[config.mk]
export PLATFORM = sky130hd
export DESIGN_NAME = mem_bus_arbiter_flat
export DESIGN_NICKNAME = d
export VERILOG_FILES = /design/src/rtl/mem_bus_arbiter_pkg.sv /design/src/rtl/mem_bus_arbiter_if.sv /design/src/rtl/mem_bus_arbiter_streak_ctr.sv /design/src/rtl/mem_bus_arbiter.sv /design/src/flat_wrapper.sv
export SDC_FILE = /design/constraint.sdc
export NUM_CORES = 1
export LEC_CHECK = 0
export CORE_UTILIZATION = 50
export CTS_BUF_LIST = sky130_fd_sc_hd__clkbuf_16
export DETAILED_ROUTE_END_ITERATION = 6
export DONT_BUFFER_PORTS = 1
export GPL_TIMING_DRIVEN = 0
export HOLD_SLACK_MARGIN = 0.15
export SYNTH_ARGS = -nofsm -noshare
export SYNTH_HDL_FRONTEND = slang
export SYNTH_SLANG_ARGS = --single-unit
export TNS_END_PERCENT = 30
[constraint.sdc]
create_clock -name clk -period 2.31 [get_ports clk]
set_clock_uncertainty 0.05 [all_clocks]
set_input_delay 0.5775 -clock clk [delete_from_list [all_inputs] [get_ports clk]]
set_output_delay 0.5775 -clock clk [all_outputs]
set_load 0.005 [all_outputs]
[src/rtl/mem_bus_arbiter_pkg.sv]
// Shared types for the fetch/data memory bus arbiter.
package mem_bus_arbiter_pkg;

  localparam int ADDR_W   = 32;
  localparam int DATA_W   = 32;
  localparam int STREAK_W = 4;

  typedef enum logic [1:0] {
    MSIZE_BYTE = 2'd0,
    MSIZE_HALF = 2'd1,
    MSIZE_WORD = 2'd2
  } msize_t;

  typedef enum logic [1:0] {
    IDLE = 2'd0,
    IBUS = 2'd1,
    DBUS = 2'd2
  } arb_state_t;

  typedef struct packed {
    logic              write;
    msize_t            size;
    logic [ADDR_W-1:0] addr;
    logic [DATA_W-1:0] wdata;
  } bus_cmd_t;

  // Instruction fetches are always word-sized reads with no store data.
  function automatic bus_cmd_t fetch_cmd(input logic [ADDR_W-1:0] addr);
    bus_cmd_t c;
    c.write = 1'b0;
    c.size  = MSIZE_WORD;
    c.addr  = addr;
    c.wdata = '0;
    return c;
  endfunction

endpackage

[src/rtl/mem_bus_arbiter_if.sv]
// Requester ports, stall lines and shared memory bus of the arbiter.
// master = the arbiter (drives the bus and the responses),
// slave  = its environment (requesters and the bus slave).
interface mem_bus_arbiter_if;
  import mem_bus_arbiter_pkg::*;

  logic              ireq_valid;
  logic [ADDR_W-1:0] ireq_addr;
  logic              iresp_valid;
  logic [DATA_W-1:0] iresp_data;

  logic              dreq_valid;
  logic              dreq_write;
  logic [ADDR_W-1:0] dreq_addr;
  msize_t            dreq_size;
  logic [DATA_W-1:0] dreq_wdata;
  logic              dresp_valid;
  logic [DATA_W-1:0] dresp_data;

  logic              stall_i;
  logic              stall_d;

  logic              bus_req;
  logic              bus_write;
  logic [ADDR_W-1:0] bus_addr;
  msize_t            bus_size;
  logic [DATA_W-1:0] bus_wdata;
  logic              bus_ack;
  logic [DATA_W-1:0] bus_rdata;

  modport master (
    input  ireq_valid, ireq_addr,
    input  dreq_valid, dreq_write, dreq_addr, dreq_size, dreq_wdata,
    input  bus_ack, bus_rdata,
    output iresp_valid, iresp_data, dresp_valid, dresp_data,
    output stall_i, stall_d,
    output bus_req, bus_write, bus_addr, bus_size, bus_wdata
  );

  modport slave (
    output ireq_valid, ireq_addr,
    output dreq_valid, dreq_write, dreq_addr, dreq_size, dreq_wdata,
    output bus_ack, bus_rdata,
    input  iresp_valid, iresp_data, dresp_valid, dresp_data,
    input  stall_i, stall_d,
    input  bus_req, bus_write, bus_addr, bus_size, bus_wdata
  );

endinterface

[src/rtl/mem_bus_arbiter_streak_ctr.sv]
// Counts data grants won against a waiting fetch; at the limit fetch is forced.
module mem_bus_arbiter_streak_ctr
  import mem_bus_arbiter_pkg::*;
#(
  parameter int MAX_D_STREAK = 4
) (
  input  logic clk,
  input  logic resetn,
  input  logic d_grant,
  input  logic i_grant,
  input  logic i_pending,
  output logic force_i
);

  localparam logic [STREAK_W-1:0] MAX_L = STREAK_W'(MAX_D_STREAK);

  logic [STREAK_W-1:0] streak_p0;

  // Saturating streak: grows only while fetch is losing, clears otherwise.
  always_ff @(posedge clk or negedge resetn) begin
    if (!resetn) begin
      streak_p0 <= '0;
    end else if (i_grant) begin
      streak_p0 <= '0;
    end else if (d_grant) begin
      if (!i_pending) begin
        streak_p0 <= '0;
      end else if (streak_p0 != MAX_L) begin
        streak_p0 <= streak_p0 + 1'b1;
      end
    end
  end

  assign force_i = (streak_p0 == MAX_L);

endmodule

[src/rtl/mem_bus_arbiter.sv]
// Shares one memory bus between instruction fetch and the memory stage,
// one transaction at a time, data first with a fetch starvation guard.
module mem_bus_arbiter
  import mem_bus_arbiter_pkg::*;
#(
  parameter int MAX_D_STREAK = 4
) (
  input  logic                clk,
  input  logic                resetn,
  mem_bus_arbiter_if.master   mb
);

  arb_state_t        state_p0;
  bus_cmd_t          cmd_p0;
  logic              breq_p0;
  logic              iresp_vld_p1;
  logic              dresp_vld_p1;
  logic [DATA_W-1:0] iresp_data_p1;
  logic [DATA_W-1:0] dresp_data_p1;

  logic i_eff;
  logic d_eff;
  logic idle;
  logic force_i;
  logic grant_d;
  logic grant_i;

  // A requester still showing valid in its own response cycle is the old
  // request, so it is masked until the following cycle.
  assign i_eff   = mb.ireq_valid && !iresp_vld_p1;
  assign d_eff   = mb.dreq_valid && !dresp_vld_p1;
  assign idle    = (state_p0 == IDLE);
  assign grant_d = idle && d_eff && !(i_eff && force_i);
  assign grant_i = idle && i_eff && !grant_d;

  mem_bus_arbiter_streak_ctr #(
    .MAX_D_STREAK (MAX_D_STREAK)
  ) u_streak (
    .clk       (clk),
    .resetn    (resetn),
    .d_grant   (grant_d),
    .i_grant   (grant_i),
    .i_pending (i_eff),
    .force_i   (force_i)
  );

  // Arbitration FSM: latch the granted command, hold it until ack, then
  // register the read data and pulse the matching response for one cycle.
  always_ff @(posedge clk or negedge resetn) begin
    if (!resetn) begin
      state_p0      <= IDLE;
      cmd_p0        <= '0;
      breq_p0       <= 1'b0;
      iresp_vld_p1  <= 1'b0;
      dresp_vld_p1  <= 1'b0;
      iresp_data_p1 <= '0;
      dresp_data_p1 <= '0;
    end else begin
      iresp_vld_p1 <= 1'b0;
      dresp_vld_p1 <= 1'b0;
      unique case (state_p0)
        IDLE: begin
          if (grant_d) begin
            cmd_p0.write <= mb.dreq_write;
            cmd_p0.size  <= mb.dreq_size;
            cmd_p0.addr  <= mb.dreq_addr;
            cmd_p0.wdata <= mb.dreq_wdata;
            breq_p0      <= 1'b1;
            state_p0     <= DBUS;
          end else if (grant_i) begin
            cmd_p0   <= fetch_cmd(mb.ireq_addr);
            breq_p0  <= 1'b1;
            state_p0 <= IBUS;
          end
        end
        IBUS: begin
          if (mb.bus_ack) begin
            iresp_data_p1 <= mb.bus_rdata;
            iresp_vld_p1  <= 1'b1;
            breq_p0       <= 1'b0;
            state_p0      <= IDLE;
          end
        end
        DBUS: begin
          if (mb.bus_ack) begin
            dresp_data_p1 <= mb.bus_rdata;
            dresp_vld_p1  <= 1'b1;
            breq_p0       <= 1'b0;
            state_p0      <= IDLE;
          end
        end
        default: begin
          breq_p0  <= 1'b0;
          state_p0 <= IDLE;
        end
      endcase
    end
  end

  assign mb.bus_req     = breq_p0;
  assign mb.bus_write   = cmd_p0.write;
  assign mb.bus_size    = cmd_p0.size;
  assign mb.bus_addr    = cmd_p0.addr;
  assign mb.bus_wdata   = cmd_p0.wdata;
  assign mb.iresp_valid = iresp_vld_p1;
  assign mb.iresp_data  = iresp_data_p1;
  assign mb.dresp_valid = dresp_vld_p1;
  assign mb.dresp_data  = dresp_data_p1;
  assign mb.stall_i     = i_eff;
  assign mb.stall_d     = d_eff;

endmodule

[src/flat_wrapper.sv]
// flat-port wrapper written by rule: the top's interface ports become plain ports
module mem_bus_arbiter_flat import mem_bus_arbiter_pkg::*;
#(
  parameter int MAX_D_STREAK = 4
)
  (clk, resetn, mb_ireq_valid, mb_ireq_addr, mb_dreq_valid, mb_dreq_write, mb_dreq_addr, mb_dreq_size, mb_dreq_wdata, mb_bus_ack, mb_bus_rdata, mb_iresp_valid, mb_iresp_data, mb_dresp_valid, mb_dresp_data, mb_stall_i, mb_stall_d, mb_bus_req, mb_bus_write, mb_bus_addr, mb_bus_size, mb_bus_wdata);
  mem_bus_arbiter_if mb_i ();
  input  logic clk;
  input  logic resetn;
  input wire logic [$bits(mb_i.ireq_valid)-1:0] mb_ireq_valid;
  input wire logic [$bits(mb_i.ireq_addr)-1:0] mb_ireq_addr;
  input wire logic [$bits(mb_i.dreq_valid)-1:0] mb_dreq_valid;
  input wire logic [$bits(mb_i.dreq_write)-1:0] mb_dreq_write;
  input wire logic [$bits(mb_i.dreq_addr)-1:0] mb_dreq_addr;
  input wire logic [$bits(mb_i.dreq_size)-1:0] mb_dreq_size;
  input wire logic [$bits(mb_i.dreq_wdata)-1:0] mb_dreq_wdata;
  input wire logic [$bits(mb_i.bus_ack)-1:0] mb_bus_ack;
  input wire logic [$bits(mb_i.bus_rdata)-1:0] mb_bus_rdata;
  output wire logic [$bits(mb_i.iresp_valid)-1:0] mb_iresp_valid;
  output wire logic [$bits(mb_i.iresp_data)-1:0] mb_iresp_data;
  output wire logic [$bits(mb_i.dresp_valid)-1:0] mb_dresp_valid;
  output wire logic [$bits(mb_i.dresp_data)-1:0] mb_dresp_data;
  output wire logic [$bits(mb_i.stall_i)-1:0] mb_stall_i;
  output wire logic [$bits(mb_i.stall_d)-1:0] mb_stall_d;
  output wire logic [$bits(mb_i.bus_req)-1:0] mb_bus_req;
  output wire logic [$bits(mb_i.bus_write)-1:0] mb_bus_write;
  output wire logic [$bits(mb_i.bus_addr)-1:0] mb_bus_addr;
  output wire logic [$bits(mb_i.bus_size)-1:0] mb_bus_size;
  output wire logic [$bits(mb_i.bus_wdata)-1:0] mb_bus_wdata;
  assign mb_i.ireq_valid = mb_ireq_valid;
  assign mb_i.ireq_addr = mb_ireq_addr;
  assign mb_i.dreq_valid = mb_dreq_valid;
  assign mb_i.dreq_write = mb_dreq_write;
  assign mb_i.dreq_addr = mb_dreq_addr;
  assign mb_i.dreq_size = mb_dreq_size;
  assign mb_i.dreq_wdata = mb_dreq_wdata;
  assign mb_i.bus_ack = mb_bus_ack;
  assign mb_i.bus_rdata = mb_bus_rdata;
  assign mb_iresp_valid = mb_i.iresp_valid;
  assign mb_iresp_data = mb_i.iresp_data;
  assign mb_dresp_valid = mb_i.dresp_valid;
  assign mb_dresp_data = mb_i.dresp_data;
  assign mb_stall_i = mb_i.stall_i;
  assign mb_stall_d = mb_i.stall_d;
  assign mb_bus_req = mb_i.bus_req;
  assign mb_bus_write = mb_i.bus_write;
  assign mb_bus_addr = mb_i.bus_addr;
  assign mb_bus_size = mb_i.bus_size;
  assign mb_bus_wdata = mb_i.bus_wdata;
  mem_bus_arbiter #(.MAX_D_STREAK(MAX_D_STREAK)) u_core (.clk(clk), .resetn(resetn), .mb(mb_i));
endmodule
Word-level counts from Yosys, hierarchy flattened
Index checks and enable logic that the tools add are counted.
{ "totals": {"output_inout_bits": 136, "word_cells": 55, "register_bits": 140, "in_bits": 136} }
{ "op_classes": {"n_mux": 17, "eq_ne": 7, "addsub": 1, "n_reduce_logical": 19} }
{ "op_table": {"columns": ["cell", "count"], "rows": [
  ["$mux W67", 2],
  ["$mux W4", 4],
  ["$reduce_and A2 Y1", 5],
  ["$logic_and A1 B1 Y1", 7],
  ["$mux W1", 6],
  ["$mux W2", 3],
  ["$ne A3 B3 Y1 const B", 2],
  ["$add A4 B1 Y4 const B", 1],
  ["$eq A4 B3 Y1 const B", 1],
  ["$logic_not A1 Y1", 4],
  ["$ne A4 B3 Y1 const B", 1],
  ["$pmux W2 S2", 1],
  ["$eq A2 B1 Y1 const B", 1],
  ["$eq A2 B2 Y1 const B", 1],
  ["$logic_not A2 Y1", 1],
  ["$ne A2 B1 Y1 const B", 1],
  ["$pmux W1 S2", 1],
  ["$reduce_bool A2 Y1", 1],
  ["$reduce_or A2 Y1", 1]
]} }

Logic depth before layout (Yosys ltp)
{ "depth": {"ltp_word": 10, "mapped_depth": 8, "ltp_nobuf": 6} }

Modules after synthesis
From an unflattened synthesis, not the netlist that was laid out.
{ "unflattened": {"cells_unflattened": 446, "area_unflattened_um2": 5619.1} }
{ "modules_own_cells": {"columns": ["module", "cells_each", "instances", "area_each_um2"], "rows": [
  ["mem_bus_arbiter", 418, 1, 5350.1],
  ["mem_bus_arbiter_streak_ctr", 28, 1, 269.0]
]} }

Least setup slack after synthesis
Ideal clock, no wire load.
{ "synth_path": {"path_kind": "input-to-reg", "from": "in mb_ireq_valid", "to": "reg u_core.u_streak.streak_p0[1]", "setup_slack_ns": 0.673, "setup_time_ns": 0.122, "path_buffers": 2, "t_arrival_ns": 1.466, "stages": 5, "t_required_ns": 2.138, "path_cell_list": "nand2b_4 > o311a_1 > buf_6 > buf_6 > a32o_1"} }
{ "synth_via": {"elab_chain_cells": 8, "elab_cells_between_ends": 13, "classes_between": "eq/ne (1); mux (3); reduce/logical (9)"} }
{ "synth_rtl": {"columns": ["item", "line", "text"], "rows": [
  ["start, declared", "flat_wrapper.sv:10", "input wire logic [$bits(mb_i.ireq_valid)-1:0] mb_ireq_valid;"],
  ["$logic_and A1 B1 Y1 (*)", "mem_bus_arbiter.sv:30", "assign i_eff = mb.ireq_valid && !iresp_vld_p1;"],
  ["$logic_and A1 B1 Y1", "mem_bus_arbiter.sv:33", "assign grant_d = idle && d_eff && !(i_eff && force_i);"],
  ["$logic_not A1 Y1", "mem_bus_arbiter.sv:33", null],
  ["$logic_and A1 B1 Y1", "mem_bus_arbiter.sv:33", null],
  ["$logic_not A1 Y1", "mem_bus_arbiter.sv:34", "assign grant_i = idle && i_eff && !grant_d;"],
  ["$logic_and A1 B1 Y1", "mem_bus_arbiter.sv:34", null],
  ["$ne A3 B3 Y1 (no line) or $reduce_bool A2 Y1 (tied branches)", null, null],
  ["$reduce_and A2 Y1 (no line)", null, null],
  ["end signal, assigned", "mem_bus_arbiter_streak_ctr.sv:29", "streak_p0 <= streak_p0 + 1'b1;"],
  ["end, declared", "mem_bus_arbiter_streak_ctr.sv:17", "logic [STREAK_W-1:0] streak_p0;"]
]} }
Mark *: on every way between the ends. The rest lies on a longest branch, timed or not. The select of a mux whose other input is x is not followed.
A chain may end at the register's enable or synchronous reset.

Worst setup path after layout
{ "layout_path": {"from": "reg u_core.dresp_vld_p1 (netlist: u_core.mb.dresp_valid)", "to": "out mb_stall_d"} }
{ "layout_via": {"elab_chain_cells": 2} }
{ "layout_rtl": {"columns": ["item", "line", "text"], "rows": [
  ["start, declared", "mem_bus_arbiter.sv:17", "logic dresp_vld_p1;"],
  ["start signal, assigned", "mem_bus_arbiter.sv:55", "dresp_vld_p1 <= 1'b0;"],
  ["start signal, assigned", "mem_bus_arbiter.sv:60", "dresp_vld_p1 <= 1'b0;"],
  ["start signal, assigned", "mem_bus_arbiter.sv:87", "dresp_vld_p1 <= 1'b1;"],
  ["$logic_not A1 Y1", "mem_bus_arbiter.sv:31", "assign d_eff = mb.dreq_valid && !dresp_vld_p1;"],
  ["$logic_and A1 B1 Y1", "mem_bus_arbiter.sv:31", null],
  ["end, declared", "flat_wrapper.sv:24", "output wire logic [$bits(mb_i.stall_d)-1:0] mb_stall_d;"]
]} }
No other way between the ends.

==> flow_summary.toml <==
[synthesis]
yosys.area.top_type_share = 0.627
syn_nets = 546
yosys.area.top_type = "dfrtp_1"
synthCells = 405
netlist_top_cells_count = "140 x dfrtp_1, 64 x mux2_2, 35 x a22o_1, 35 x nand2_1, 34 x o21ai_0"
ys_async_sr_fraction = 1.00
ys_ff_latch = 140
yosysWarnings = 0
ys_types = 33
syn_avg_cell_area_um2 = 13.8
yosysSeqAreaShare = 0.627
netlist_area_um2 = 5590
synth_area_leaders = "dfrtp_1 63%, mux2_2 13%, mux2i_1 5.7%"
synth_edf_count = 0
yosysMostFrequentCell = "dfrtp_1"
synth_top_flop_cell = "dfrtp_1"

[finish]
area_growth_pct = 11.9
fillers = 900
antenna-diode-count = 0
nNetsFinal = 565
finalNonFillerCells = 571
ff_latch_area_um2 = 3500
fin_area_um2 = 6250
drive_above_1_share = 0.260
multi_input_area_um2 = 1880

[cts]
clk_path_buf_depth = 2
ctsResizeCount = 0
cts.sinks = 140
clock_latency_ns = 0.41
tritoncts = "yes"
cts-buffers-inserted = 17
clk_pin_slew_worst_paths_ns = 0.05
cts-root-buf = "clkbuf_16"
h-tree-depth = 4
postCtsSetupRepairBufs = 0

[critical_path]
cp_data_arrival_time_ns = 1.22
crit_path_start = "u_core.mb.dresp_valid$_DFF_PN0_"
rr_startpoint = "u_core.state_p0[0]$_DFFE_PN0P_"
crit_required_ns = 1.68
crit_fanout = 5
r2r_setup_slack_ns = 0.47
crit_path_start_kind = "flip-flop"
crit_type = "flip-flop to output pin"
critPathCaptureType = "output pin"

[place]
dp_hpwl_um = 8930
portBuffers = 0
place.gp.congestion = 0.791
placed_cells = 545
dpl_cell_area_um2 = 5760

[timing]
hold_viol = 140
rsz0062_at_grt = "no"
worst_pin_slew_ns = 0.456
timing.setup.tns_ns = 0
finalSetupViolCount = 0
slew_violations = 0
hold-worst-slack_ns = -0.190
period_needed_ns = 1.85
fin_crit_sh = 0.801
max_freq_mhz = 540
max_slew_margin = 0.696

[floorplanning]
die-height_um = 108
pin_count = 272
die_x_um = 108
initial_core_util = 0.515
die-area_um2 = 11600
rows = 38
core_um2 = 10800

[pwr]
p_sw_mw = 2.91
p_clk_frac = 0.253
internal_power_mw = 6.27
power.share.sequential = 0.500
combPwrFrac = 0.247
powerDensity_nw_per_um2 = 1470
leakage_nw = 2.97
switching_share = 0.317
peakVddDrop_mv = 0.684

[outcome]
outcome = "finished, violations left"
violations = "negative hold slack"

[drt]
routedWlPerCell_um = 21.9
routed.top_layer = "met4"
routed_wl_um = 12500
dr_wl_met2_um = 6080
antenna_left = 0
num_vias = 3291
wl_met3_um = 1460
drt-met1-wl_um = 4670
drc = 0
drt-initial-drc-count = 151
first_pass_iters = 4
viasPerCell = 5.76

[grt]
overflow = 0
antenna_found_initial = 0
grt_pass1_vias = 3419
grtUsageTotal = 0.219
grt_max_degree = 141
grt_pass1_wl_um = 18500

[flow_run]
max-cap-violations = 0

[hold_path]
hp-class = "input pin to async pin"
==> cells by family after synthesis <==
| group | after synthesis | share of synthesized area |
|---|---|---|
| flops | 140 | 0.627 |
| mux | 96 | 0.186 |
| compound gates | 82 | 0.104 |
| simple gates | 46 | 0.0358 |
| buf+inv | 36 | 0.0356 |
| fa+ha+maj | 5 | 0.0112 |
==> final timing paths <==
path / end / cells after the start
max: mb_stall_d / 2
min in group clk: u_core.mb.bus_addr[24]$_DFFE_PN0P_ / 2
min: u_core.u_streak.streak_p0[3]$_DFFE_PN0P_ / 0
min reg2reg: u_core.mb.bus_wdata[18]$_DFFE_PN0P_ / 1
max in group asynchronous: u_core.mb.bus_addr[31]$_DFFE_PN0P_ / 0
max reg2reg: u_core.mb.bus_addr[29]$_DFFE_PN0P_ / 7
==> cell usage in the layout, fill, tap and decap left out, types with 2 or more instances in the layout <==
cell       instances
dfrtp_1          140
o31ai_1            2
inv_1             14
nand3_1            2
clkinv_2           4
a21oi_1            2
a32o_1             2
buf_2             13
buf_6              5
a22o_1            35
o21ai_0           34
clkbuf_1           3
mux2_2            64
mux2i_1           32
nand2_1           35
clkbuf_16         17
nor2_1             2
clkbuf_4           2
clkbuf_2           2
ha_1               5
==> power by group through the flow <==
stage	registers, mW	clock network (mW)	logic [mW]
after floorplan	4.30	0	1.92
after global placement	4.63	0	2.20
after detailed placement	4.64	0	2.29
after CTS	4.62	2.38	2.31
after global routing	4.73	2.48	2.52
final	4.60	2.32	2.27
==> per-layer routing <==
metal	track usage	vias to the layer above
met5	0	-
met4	0.0920	0
met3	0.117	21
met2	0.353	176
met1	0.239	1619
li1	-	1475
==> flip-flops by register name (all words and copies together), names as in the netlist <==
| register | cells |
|---|---|
| u_core.mb.bus_addr | 32 |
| u_core.mb.bus_wdata | 32 |
| u_core.mb.dresp_data | 32 |
| u_core.mb.iresp_data | 32 |
| u_core.u_streak.streak_p0 | 4 |
| u_core.mb.bus_size | 2 |
| u_core.state_p0 | 2 |
| u_core.mb.bus_req | 1 |
| u_core.mb.bus_write | 1 |
| u_core.mb.dresp_valid | 1 |
| u_core.mb.iresp_valid | 1 |
==> worst max-delay path, cell delays in order, from the launching register on <==
cell      delay, ns
dfrtp_1        0.41
nand2b_1       0.20
inv_1          0.20
==> stage by stage <==
step	total power, mW	setup slack [ns]	hold slack, ns	util
4_1_cts	9.31	0.420	-0.208	0.577
2_1_floorplan	6.22	0.673	0.232	-
5_1_grt	9.73	0.296	-0.208	0.577
3_5_place_dp	6.93	0.483	0.234	0.531
3_3_place_gp	6.83	0.491	0.234	0.531
6_report	9.18	0.459	-0.190	0.577
==> layout make-up <==
type / instances / area share
plain buffers: 25 / 0.0252
inverters: 11 / 0.00661
clock buffers: 17 / 0.0681
clock inverters: 9 / 0.0104
multi-input cells: 229 / 0.301
flip-flops and latches: 140 / 0.560
well taps: 140 / 0.0280
(Power assumes the default switching activity.)
